`config.mk`:
```
export PLATFORM = sky130hd
export DESIGN_NAME = lbist_cut_ctrl
export DESIGN_NICKNAME = d
export VERILOG_FILES = /design/src/rtl/lbist_cut_ctrl.sv
export SDC_FILE = /design/constraint.sdc
export NUM_CORES = 1
export LEC_CHECK = 0
export CAP_MARGIN = 20
export CORE_ASPECT_RATIO = 1.5
export CORE_MARGIN = 3
export CORE_UTILIZATION = 49
export CTS_CLUSTER_SIZE = 16
export DETAILED_ROUTE_END_ITERATION = 12
export PLACE_DENSITY_LB_ADDON = 0.25
export SLEW_MARGIN = 40
export SYNTH_ARGS = -nofsm -noshare
export SYNTH_HDL_FRONTEND = slang
export SYNTH_SLANG_ARGS = --single-unit
```
`constraint.sdc`:
```
create_clock -name clk -period 1.9 [get_ports clk]
set_input_delay 0.38 -clock clk [delete_from_list [all_inputs] [get_ports clk]]
set_output_delay 0.38 -clock clk [all_outputs]
set_load 0.005 [all_outputs]
```
`src/rtl/lbist_cut_ctrl.sv`:
```
// Logic BIST controller: LFSR pattern source, MISR response compactor, golden compare.
// The CUT sits beside this block; cut_in_o feeds it and cut_out_i returns its response.
module lbist_cut_ctrl #(
  parameter int                 N_IN       = 5,
  parameter int                 N_OUT      = 2,
  parameter int                 N_PATTERNS = 31,
  parameter logic [N_IN-1:0]    SEED       = 5'h01,
  parameter int                 MISR_W     = 8,
  parameter logic [MISR_W-1:0]  MISR_POLY  = 8'h1D,
  parameter logic [MISR_W-1:0]  GOLDEN     = 8'h00
) (
  input  logic              clk,
  input  logic              rst_n,
  input  logic              start_i,
  input  logic              abort_i,
  output logic [N_IN-1:0]   cut_in_o,
  input  logic [N_OUT-1:0]  cut_out_i,
  output logic              busy_o,
  output logic              done_o,
  output logic              pass_o,
  output logic [MISR_W-1:0] signature_o,
  output logic [4:0]        pat_cnt_o
);

  typedef enum logic [2:0] {
    S_IDLE = 3'd0,
    S_SEED = 3'd1,
    S_RUN  = 3'd2,
    S_CMP  = 3'd3,
    S_DONE = 3'd4
  } state_t;

  // An all-zero seed would lock the LFSR, so it is replaced by 1.
  localparam logic [N_IN-1:0] SEED_EFF = (SEED == '0) ? N_IN'(1) : SEED;
  localparam logic [4:0]      LAST_CNT = 5'(N_PATTERNS - 1);

  state_t              state_q, state_d;
  logic [N_IN-1:0]     lfsr_q, lfsr_d;
  logic [N_IN-1:0]     cut_q, cut_d;
  logic [MISR_W-1:0]   misr_q, misr_d;
  logic [4:0]          cnt_q, cnt_d;
  logic                pass_q, pass_d;

  function automatic logic [N_IN-1:0] lfsr_step(input logic [N_IN-1:0] x);
    return {x[N_IN-2:0], x[4] ^ x[2]};
  endfunction

  function automatic logic [MISR_W-1:0] misr_step(input logic [MISR_W-1:0] m,
                                                  input logic [N_OUT-1:0]  r);
    return {m[MISR_W-2:0], 1'b0} ^ (m[MISR_W-1] ? MISR_POLY : '0) ^ MISR_W'(r);
  endfunction

  always_comb begin
    state_d = state_q;
    lfsr_d  = lfsr_q;
    misr_d  = misr_q;
    cnt_d   = cnt_q;
    pass_d  = pass_q;
    case (state_q)
      S_IDLE: begin
        pass_d = 1'b0;
        if (start_i) state_d = S_SEED;
      end
      S_SEED: begin
        lfsr_d  = SEED_EFF;
        misr_d  = '0;
        cnt_d   = '0;
        pass_d  = 1'b0;
        state_d = S_RUN;
      end
      S_RUN: begin
        // cut_out_i reflects the pattern held on cut_in_o for the whole cycle.
        misr_d = misr_step(misr_q, cut_out_i);
        lfsr_d = lfsr_step(lfsr_q);
        cnt_d  = cnt_q + 5'd1;
        if (cnt_q == LAST_CNT) state_d = S_CMP;
      end
      S_CMP: begin
        pass_d  = (misr_q == GOLDEN);
        state_d = S_DONE;
      end
      S_DONE: begin
        if (start_i) begin
          pass_d  = 1'b0;
          state_d = S_SEED;
        end
      end
      default: begin
        pass_d  = 1'b0;
        state_d = S_IDLE;
      end
    endcase
    // Abort wins over everything; signature and count freeze for inspection.
    if (abort_i) begin
      state_d = S_IDLE;
      pass_d  = 1'b0;
      lfsr_d  = lfsr_q;
      misr_d  = misr_q;
      cnt_d   = cnt_q;
    end
    cut_d = (state_d == S_RUN) ? lfsr_d : '0;
  end

  always_ff @(posedge clk or negedge rst_n) begin
    if (!rst_n) begin
      state_q <= S_IDLE;
      lfsr_q  <= '0;
      cut_q   <= '0;
      misr_q  <= '0;
      cnt_q   <= '0;
      pass_q  <= 1'b0;
    end else begin
      state_q <= state_d;
      lfsr_q  <= lfsr_d;
      cut_q   <= cut_d;
      misr_q  <= misr_d;
      cnt_q   <= cnt_d;
      pass_q  <= pass_d;
    end
  end

  assign cut_in_o    = cut_q;
  assign busy_o      = (state_q == S_SEED) || (state_q == S_RUN) || (state_q == S_CMP);
  assign done_o      = (state_q == S_DONE);
  assign pass_o      = pass_q && (state_q == S_DONE);
  assign signature_o = misr_q;
  assign pat_cnt_o   = cnt_q;

endmodule
```
# Yosys cells after proc, flatten, opt, wreduce, memory -nomap -nowiden
# Cells that the tools add are included.
dict set report op_classes {
  n_lt_le_gt_ge 0
  mul 0
  eq_ne 8
  div 0
  shift 0
  n_mux 13
  n_bitwise 4
  addsub 1
  reduce_logical 9
}
# op count
set ops {}
lappend ops {{one-hot mux 5 bit (2 select lines)} 2}
lappend ops {{one-hot mux 8 bit (2 select lines)} 1}
lappend ops {{two-way mux 5 bit} 3}
lappend ops {{one-hot mux 3 bit (4 select lines)} 1}
lappend ops {{equality test 3 x 2 -> 1 bit, second input constant} 3}
lappend ops {{two-way mux 3 bit} 3}
lappend ops {{zero test 8 bit} 1}
lappend ops {{bitwise XOR 8 x 2 -> 8 bit} 1}
lappend ops {{bitwise XOR 8 x 5 -> 8 bit} 1}
lappend ops {{adder 5 x 1 -> 5 bit, second input constant} 1}
lappend ops {{equality test 5 bit, second input constant} 1}
lappend ops {{AND reduction 2 bit} 2}
lappend ops {{equality test 3 x 1 -> 1 bit, second input constant} 1}
lappend ops {{equality test 3 bit, second input constant} 1}
lappend ops {{zero test 3 bit} 1}
lappend ops {{!= test 3 bit, second input constant} 1}
lappend ops {{one-hot mux 1 bit (3 select lines)} 1}
lappend ops {{logical OR 1 bit} 2}
lappend ops {{two-way mux 1 bit} 2}
lappend ops {{!= test 2 bit, second input constant} 1}
lappend ops {{nonzero test 2 bit} 1}
lappend ops {{OR reduction 2 bit} 1}
lappend ops {{logical AND 1 bit} 1}
lappend ops {{inverter 1 bit} 1}
lappend ops {{bitwise XOR 1 bit} 1}
dict set report totals {
  latchBits 0
  mem_bits_rw 0
  mem_bits_ro 0
  in_bits 6
  reg_bits 27
  memories 0
  word_cells 41
}

# Longest topological paths before layout
# Gate-level depths: netlist (run 1).
dict set report depth {
  word_depth 6
  depth_mapped 5
  mapped_depth_nobuf 5
}

# Least setup slack after synthesis (run 1)
# Ideal clock, no wire load.
dict set report synth_path {
  path_kind {register -> output}
  start {reg state_q[0]}
  end {out pass_o}
  slack_ps 491
  required_ps 1520
  arrival_ps 1029
  path_stages_with_launch 5
  n_path_buf 2
  cell_sequence {dfrtp_1 > buf_2 > clkbuf_1 > nor2_1 > and3_1}
}
dict set report synth_between {
  elab_chain_len 2
}
# item line
set synth_lines {}
lappend synth_lines {{start: declaration} 37} ;# state_t state_q, state_d;
lappend synth_lines {{start signal: assignment} 113} ;# state_q <= state_d;
lappend synth_lines {{equality test 3 bit} 125} ;# assign pass_o = pass_q && (state_q == S_DONE);
lappend synth_lines {{logical AND 1 bit} 125}
lappend synth_lines {{end: declaration} 20} ;# output logic pass_o,
# Every way passes these cells.

# Worst setup path in the final report (run 1)
dict set report layout_path {
  start {reg cnt_q[4], in the netlist pat_cnt_o[4]}
  end {out pat_cnt_o[4]}
}
# item line
set layout_rtl {}
lappend layout_rtl {{start: declaration} 41} ;# logic [4:0] cnt_q, cnt_d;
lappend layout_rtl {{start signal: assignment} 117} ;# cnt_q <= cnt_d;
lappend layout_rtl {{end: declaration} 22} ;# output logic [4:0] pat_cnt_o
# No word-level cell between the ends.

==> results of run 1 <==
==> flip-flops by register name, indices dropped and copies added (netlist names) <==
register / count
pat_cnt_o: 5
lfsr_q: 5
signature_o: 8
pass_q: 1
cut_in_o: 5
state_q: 3
==> metal layers <==
layer  share of wire, %  track usage (%)  vias up
met5                  0                0        -
met4                2.0             9.76        0
li1                   -                -      464
met1                 40             23.7      481
met2                 55             34.1       28
met3                3.0             2.86        6
==> per-stage QoR <==
| stage | hold WS (ps) | util [%] | std cells | worst slack [ps] |
|---|---|---|---|---|
| after CTS | 412 | 65.5 | 166 | 2.81 |
| after global placement | 517 | 64.1 | 161 | 46.6 |
| after global routing | 411 | 66.0 | 167 | 39.3 |
| final | 414 | 66.0 | 167 | 154 |
| after detailed placement | 534 | 64.1 | 161 | 0.601 |
| after floorplan | 84.4 | - | 112 | 491 |
==> cell families (layout without fill, tap and decap cells) <==
family,Yosys count,count (layout)
AND/OR/NAND/NOR,32,32
buffers and inverters,11,42
XOR/XNOR,9,9
AO/OA/AOI/OAI,30,30
flip-flops,27,27
multiplexers,1,1
adder cells (fa/ha/maj),2,2
==> power by group through the flow <==
| stage | registers, µW | clock network (µW) | logic (µW) |
|---|---|---|---|
| floorplan | 725 | 0 | 203 |
| global placement | 741 | 0 | 356 |
| detailed placement | 745 | 0 | 366 |
| CTS | 734 | 255 | 372 |
| global route | 746 | 279 | 404 |
| finish | 733 | 245 | 367 |
==> repair_timing <==
| action | CTS | global route |
|---|---|---|
| setup endpoints to repair | 2 | 2 |
| buffers inserted | 1 | 1 |
| gates resized for setup | 1 | 2 |
| pin swaps | 1 | 0 |
==> cell usage in the layout, fill, tap and decap left out, types with 2 or more instances in the layout <==
master,instances
dfrtp_1,27
clkdlybuf4s50_1,23
a22o_1,19
buf_4,9
nor2b_1,7
xor2_1,6
nor2_1,4
and2_1,4
inv_1,3
nor3_1,3
xnor2_1,3
clkbuf_4,3
nand2_1,2
a31oi_1,2
nand3_1,2
ha_1,2
dlymetal6s2s_1,2
==> final timing paths <==
kind	start	to	slack (ps)
setup / recovery	pat_cnt_o[4]$_DFFE_PN0P_	pat_cnt_o[4]	150
hold / removal	rst_n	cut_in_o[1]$_DFF_PN0_	410
setup reg to reg	state_q[1]$_DFF_PN0_	lfsr_q[0]$_DFF_PN0_	160
hold reg to reg	pass_q$_DFFE_PN0P_	pass_q$_DFFE_PN0P_	540
max in group asynchronous	rst_n	signature_o[4]$_DFFE_PN0P_	1230
min in group clk	pass_q$_DFFE_PN0P_	pass_q$_DFFE_PN0P_	540
==> final cells by class <==
type	count	area [µm²]	share of cell area, %
clock inverters	1	5.00	0.306
flip-flops and latches	27	676	41.3
multi-input cells	74	558	34.2
clock buffers	3	22.5	1.38
repair buffers	35	332	20.3
well taps	24	30.0	1.84
inverters	3	11.3	0.689
==> results.cfg, run 1 <==
[run_status]
status = completed

[timing]
finalHoldViolations = 0
fin_crit_ps = 1750
fmax_ghz = 0.573
skew_ps = 1.25
maxSlewHeadroom_pct = 69.6
finalMaxSlewViolations = 0
period_share_pct = 91.9
final-setup-viol-count = 0
grt_setup_unrepaired = no
fin_setup_tns_ps = 0
worstMarginPinSlew_ps = 451

[critical_path]
endpoint_kind = output port
crit_cells = 1
crit_path_top_delay_cell = clkdlybuf4s50_1
crit_arrival_ps = 1370
start_kind = register
path_max_fanout = 6
cpPeakStageDelay_ps = 550
cp_cell_sequence = clkdlybuf4s50_1
crit_type = register to output port
cp.required_ps = 1520
path_delay_family = buffers and inverters
r2r_cells = 5
critPathBufInv = 1

[cts]
cts_max_level = 1
clkTransAtPathRegs_ps = 140
cts_buffers = 3
hold_buffers = 0
cts-root-buf = clkbuf_4
clock_sinks = 27
cts.path.max_buffers = 2
cts_tree = built
clk_latency_ps = 320

[power]
seqPwrFrac_pct = 54.5
total_power_uw = 1340
leakagePower_uw = 0.000807
pwr-share-clk_pct = 18.2
power.internal_uw = 941
irDropWorstVdd_v = 0.000540
switchingPower_uw = 404
power.density_nw_per_um2 = 823
switching_share_pct = 30.0
p_comb_share_pct = 27.3

[synthesis]
ys_seq_elements = 27
synth_top_family_by_area = compound AO/OA/AOI/OAI gates
postSynth.asyncResetShare_pct = 100
synthMuxAreaShare_pct = 0.777
ys_seq_area_share_pct = 52.5
synth_compound_area_share_pct = 19.3
synth-xor-area-share_pct = 6.12
synth_cell_types = 37
synth_simple_gate_area_share_pct = 15.2
ys.flop_type = dfrtp_1
postSynthAreaPerCell_um2 = 11.5
synth_nets = 120
yosysTopAreaCell = dfrtp_1
synthCells = 112
synthAdderAreaFrac_pct = 1.94
synth_common_cells = 27 x dfrtp_1, 19 x a22o_1, 7 x nor2b_1
post-synth-top-count-cell = dfrtp_1
syn_area_um2 = 1290
synth_top_cell_area_share_pct = 52.5
synth_area_leaders = dfrtp_1 52%, a22o_1 13%, xor2_1 4.1%
ys_warn_count = 0
synth-edff-count = 0

[die]
core_area_um2 = 2480
num_rows = 22
io_pins = 27
die_height_um = 68.8
initial_core_util_pct = 52.0
die_x_um = 47.9
dieArea_um2 = 3290

[global_routing]
grt_pass1_vias = 1024
grt_use_total_pct = 20.1
grt_max_degree = 28
grt_first_pass_wirelength_um = 4690
gr-total-overflow = 0
antenna_found_initial = 0

[routing]
num_vias = 979
drt-initial-drc-count = 30
ant_nets = 0
drcViolationCount = 0
viasPerCell = 5.86
firstDrtPassIters = 6
wl_per_cell_um = 17.1
wl_um = 2860

[flow_run]
maxCapViolations = 0

[placed_design]
placed_area_um2 = 1590
dp_hpwl_um = 2070
gp_congestion = 0.803
io_buffers = 26

[final_layout]
diodes = 0
final_net_count = 152
area_delta_synth_final_pct = 26.9
fillCellCount = 208
drive_above_1_share_pct = 11.9
final_area_um2 = 1630

[min_path]
hp-class = primary input to asynchronous set/reset pin
Note: power is estimated with default switching activity, not from simulation.
==> inputs of run 2 (changes only) <==
--- a/config.mk
+++ b/config.mk
@@ -11,6 +11,7 @@
 export CORE_UTILIZATION = 49
 export CTS_CLUSTER_SIZE = 16
 export DETAILED_ROUTE_END_ITERATION = 12
+export MAX_ROUTING_LAYER = met4
 export PLACE_DENSITY_LB_ADDON = 0.25
 export SLEW_MARGIN = 40
 export SYNTH_ARGS = -nofsm -noshare
==> run 2 against run 1 <==
  * Fmax about the same
  * Global-route usage up 0.53 points
  * Clock power barely moved
  * Total power is 0.17% higher
  * Core utilization stayed put
  * Largest cell class unchanged
==> results.cfg, run 2 (same netlist as run 1, synthesis figures left out) <==
[run_status]
status = completed

[routing]
wl_um = 2870
viasPerCell = 5.86
firstDrtPassIters = 4
wl_per_cell_um = 17.2
ant_nets = 0
drt-initial-drc-count = 30
num_vias = 978
drcViolationCount = 0

[final_layout]
multi_input_area_um2 = 558
final-seq-area_um2 = 676
fillCellCount = 208
drive_above_1_share_pct = 11.9
final_common_cell = dfrtp_1
area_delta_synth_final_pct = 26.9
largest_reg_flops = 8
diodes = 0
layout_common_cells = 27 x dfrtp_1, 23 x clkdlybuf4s50_1, 19 x a22o_1, 9 x buf_4, 7 x nor2b_1
final_net_count = 152

[critical_path]
endpoint_kind = output port
cp.required_ps = 1520
path_max_fanout = 6
path_delay_family = buffers and inverters
critPathBufInv = 1
crit_arrival_ps = 1370
start_kind = register
cpPeakStageDelay_ps = 550
crit_type = register to output port
cp_cell_sequence = clkdlybuf4s50_1
crit_path_top_delay_cell = clkdlybuf4s50_1

[timing]
worstMarginPinSlew_ps = 451
fin_setup_tns_ps = 0
fin_crit_ps = 1750
finalHoldViolations = 0
fmax_ghz = 0.572
worst_slack_ps = 153
maxSlewHeadroom_pct = 69.6
skew_ps = 0.485
final-setup-viol-count = 0
grt_setup_unrepaired = no
period_share_pct = 91.9
finalMaxSlewViolations = 0

[cts]
hold_buffers = 0
clkTransAtPathRegs_ps = 140
cts-root-buf = clkbuf_4
clock_sinks = 27
cts_max_level = 1
clk_latency_ps = 320
cts.path.max_buffers = 2
cts_tree = built
cts_buffers = 3

[global_routing]
antenna_found_initial = 0
grt_pass1_vias = 1024
gr-total-overflow = 0
grt_max_degree = 28
grt_first_pass_wirelength_um = 4690
grt_use_total_pct = 20.6

[die]
dieArea_um2 = 3290
io_pins = 27
core_area_um2 = 2480
initial_core_util_pct = 52.0
die_height_um = 68.8
die_x_um = 47.9
num_rows = 22

[placed_design]
post-place-ws_ps = 0.601
dp_hpwl_um = 2070
gp_congestion = 0.815
io_buffers = 26

[flow_run]
maxCapViolations = 0

[power]
irDropWorstVdd_v = 0.000540
leakagePower_uw = 0.000807
power.density_nw_per_um2 = 824

[min_path]
hp-class = primary input to asynchronous set/reset pin
==> run 2: cell type report <==
cell class | instances | area share (%)
Inverter | 3 | 0.689
Clock buffer | 3 | 1.38
Clock inverter | 1 | 0.306
Tap cell | 24 | 1.84
Sequential cell | 27 | 41.3
Multi-Input combinational cell | 74 | 34.2
Timing Repair Buffer | 35 | 20.3
==> run 2: per-stage QoR <==
step	util (%)	total power, µW	hold WS, ps	area, µm²	instances
after CTS	65.5	1360	412	1620	166
final	66.0	1350	413	1630	167
after detailed placement	64.1	1110	534	1590	161
after floorplan	-	927	84.4	1290	112
after global placement	64.1	1100	517	1590	161
after global routing	66.0	1430	411	1630	167
==> run 2: layer usage <==
layer | global-route usage, % | wire length [µm] | share of wire (%)
met1 | 24.1 | 1180 | 41
met4 | 9.76 | 56 | 2.0
met5 | - | 0 | 0
met3 | 2.34 | 67 | 2.3
met2 | 34.1 | 1570 | 55
==> run 2: power by group <==
part	total, µW	switching (µW)	internal (µW)
sequential	733	85.1	648
combinational	368	154	214
clock	246	167	79.0
total	1350	406	941
==> run 2: worst paths after layout <==
path                                    endpoint  slack (ps)  cells after the start                      from
setup / recovery                    pat_cnt_o[4]         150                      1  pat_cnt_o[4]$_DFFE_PN0P_
hold / removal             cut_in_o[1]$_DFF_PN0_         410                      2                     rst_n
setup reg to reg             lfsr_q[0]$_DFF_PN0_         160                      5      state_q[1]$_DFF_PN0_
hold reg to reg               pass_q$_DFFE_PN0P_         540                      2        pass_q$_DFFE_PN0P_
max in group asynchronous     pass_q$_DFFE_PN0P_        1230                      2                     rst_n
min in group clk              pass_q$_DFFE_PN0P_         540                      2        pass_q$_DFFE_PN0P_
==> run 2: repair_timing <==
item / 4_1_cts / 5_1_grt
setup buffers: 1 / 1
resized for setup: 1 / 2
pin swaps: 1 / 0
endpoints found under the setup margin: 2 / 2
==> variant: new RTL, config.mk and constraints of run 2 <==
Set the parameter `N_OUT` to 4 (it was 2).
--- a/src/rtl/lbist_cut_ctrl.sv
+++ b/src/rtl/lbist_cut_ctrl.sv
@@ -2,7 +2,7 @@
 // The CUT sits beside this block; cut_in_o feeds it and cut_out_i returns its response.
 module lbist_cut_ctrl #(
   parameter int                 N_IN       = 5,
-  parameter int                 N_OUT      = 2,
+  parameter int                 N_OUT      = 4,
   parameter int                 N_PATTERNS = 31,
   parameter logic [N_IN-1:0]    SEED       = 5'h01,
   parameter int                 MISR_W     = 8,
Ports: changed (resized cut_out_i); port bits go from 27 to 29. The function was not compared with the original's and may differ.
==> variant against run 2 <==
Power increased by 9.1%. Sequential cell count unchanged. Cell area is 4.3% higher. Worst setup slack worse by 19 ps. Routed wire length is 3.8% higher. Register-to-register slack got worse by 30 ps. Die area grew 1.2%. Area after synthesis is 1.4% higher. Critical path depth grew 4. Global-route usage grew 0.86 points. Non-clock buffer count up 5. Sequential share of layout area fell by 1.7 points. Largest cell class unchanged.
==> variant: results (changes against run 2) <==
H-tree depth=1 (unchanged); Commonest cells post-synth=dfrtp_1 (27), a22o_1 (19), nor2b_1 (7), xnor2_1 (7); WL per Instance=16.0 um (-6.8%); Setup Skew=1.25 ps (+0.762 ps); max_slew headroom=62.5% (-7.1 points); drt total wl=2980 um (+3.8%); post-DP HPWL=2110 um (+2.1%); outcome=finished clean; post-synthesis cell type count=37 (unchanged); slowest stage delay, CP=440 ps (-110 ps); YS warnings=0 (unchanged); first-pass GRT wire length=5180 um (+11%); initial antenna violation count=0 (unchanged); syn avg cell area=11.4 sq um (-0.42%); Static Leakage=0.798 nW (-1.1%); post-synthesis sequential area ratio=51.8% (-0.70 points); total track usage=21.5% (+0.86 points); CP delay by family, top=flip-flops; initial drt markers=10 (-67%); VDD IR max=0.473 mV (-12%); vias in the first global route=1071 (+4.6%); top post-synthesis cells by area=dfrtp_1 (52%), a22o_1 (13%), xnor2_1 (4.7%); CP max-delay cell=dfrtp_1; DR vias=1022 (+4.5%); Port Buffers=28 (+7.7%); Die Width=48.1 um (+0.59%); Data arrival, critical path=2000 ps (+630 ps); Crit Path Max Fanout=16 (+10); gpl congestion=0.830 (+1.8%); share of post-route cells with drive strength above 1=12.7% (+0.78 points); net count after synthesis=124 (+3.3%); Post-layout nets=161 (+5.9%); Inst Count DP=179 (+11%); Synth async-reset ratio=100% (unchanged)
[variant: cell types whose count changed in the layout (fill, tap and decap cells not counted)]
cell             before  now
dlygate4sd2_1         1    2
buf_4                 9   12
xor2_1                6    4
xnor2_1               3    7
dlymetal6s2s_1        2    1
clkinv_2              1    0
clkbuf_1              0    1
clkdlybuf4s50_1      23   25
[variant: path summary, 6_finish.rpt]
path	startpoint	to	slack, ps	cells past startpoint
max	state_q[1]	signature_o[4]	130	5
min	rst_n	lfsr_q[1]	400	2
max reg2reg	state_q[1]	signature_o[4]	130	5
min reg2reg	pass_q	pass_q	560	2
max in group asynchronous	rst_n	signature_o[5]	1250	2
min in group clk	pass_q	pass_q	560	2
[variant: worst register-to-register path: cells and delay by family (launching register included)]
kind            cells  cell delay [ps]
compound gates      1              340
xor+xnor            1              230
buf+inv             2              330
flops               1              440
simple gates        1              320
[variant: stage by stage]
stage               worst slack (ps)  power (W)  instance area, sq um
floorplan                        491    0.00100                  1310
global placement                 136    0.00122                  1660
detailed placement               109    0.00123                  1660
CTS                             15.7    0.00148                  1690
global route                    10.3    0.00157                  1700
finish                           134    0.00147                  1700
[variant: cells by family (layout without fill, tap and decap cells)]
logic type	after synthesis	in the layout	synth area share (%)
adder cells (fa/ha/maj)	2	2	1.92
AO/OA/AOI/OAI	30	30	19.1
flip-flops	27	27	51.8
buffers and inverters	11	47	4.12
AND/OR/NAND/NOR	32	32	15.0
XOR/XNOR	11	11	7.38
multiplexers	1	1	0.767
[variant: cell type report]
type / instances / area [sq um]
Multi-Input combinational cell: 76 / 576
Inverter: 3 / 11.3
Tap cell: 36 / 45.0
Sequential cell: 27 / 676
Clock buffer: 4 / 26.3
Fill cell: 222 / 801
Timing Repair Buffer: 40 / 370
[variant: repair_timing]
action                                  CTS  global route
endpoints found under the setup margin    2             1
buffers inserted                          2             1
hold endpoints to repair                  0             0
pin swaps                                 1             0
resized for setup                         2             1
gates cloned                              0             0
[variant: layer usage]
layer	up-vias	global-route usage, %	routed length [um]
met4	0	6.89	55
met2	24	34.3	1570
met3	7	2.60	81
met5	-	-	0
li1	483	-	-
met1	508	27.2	1270
[variant: power breakdown]
part           internal (W)  switching [W]
logic              0.000282       0.000176
clock network     0.0000824       0.000166
registers          0.000663       0.000101
total               0.00103       0.000443
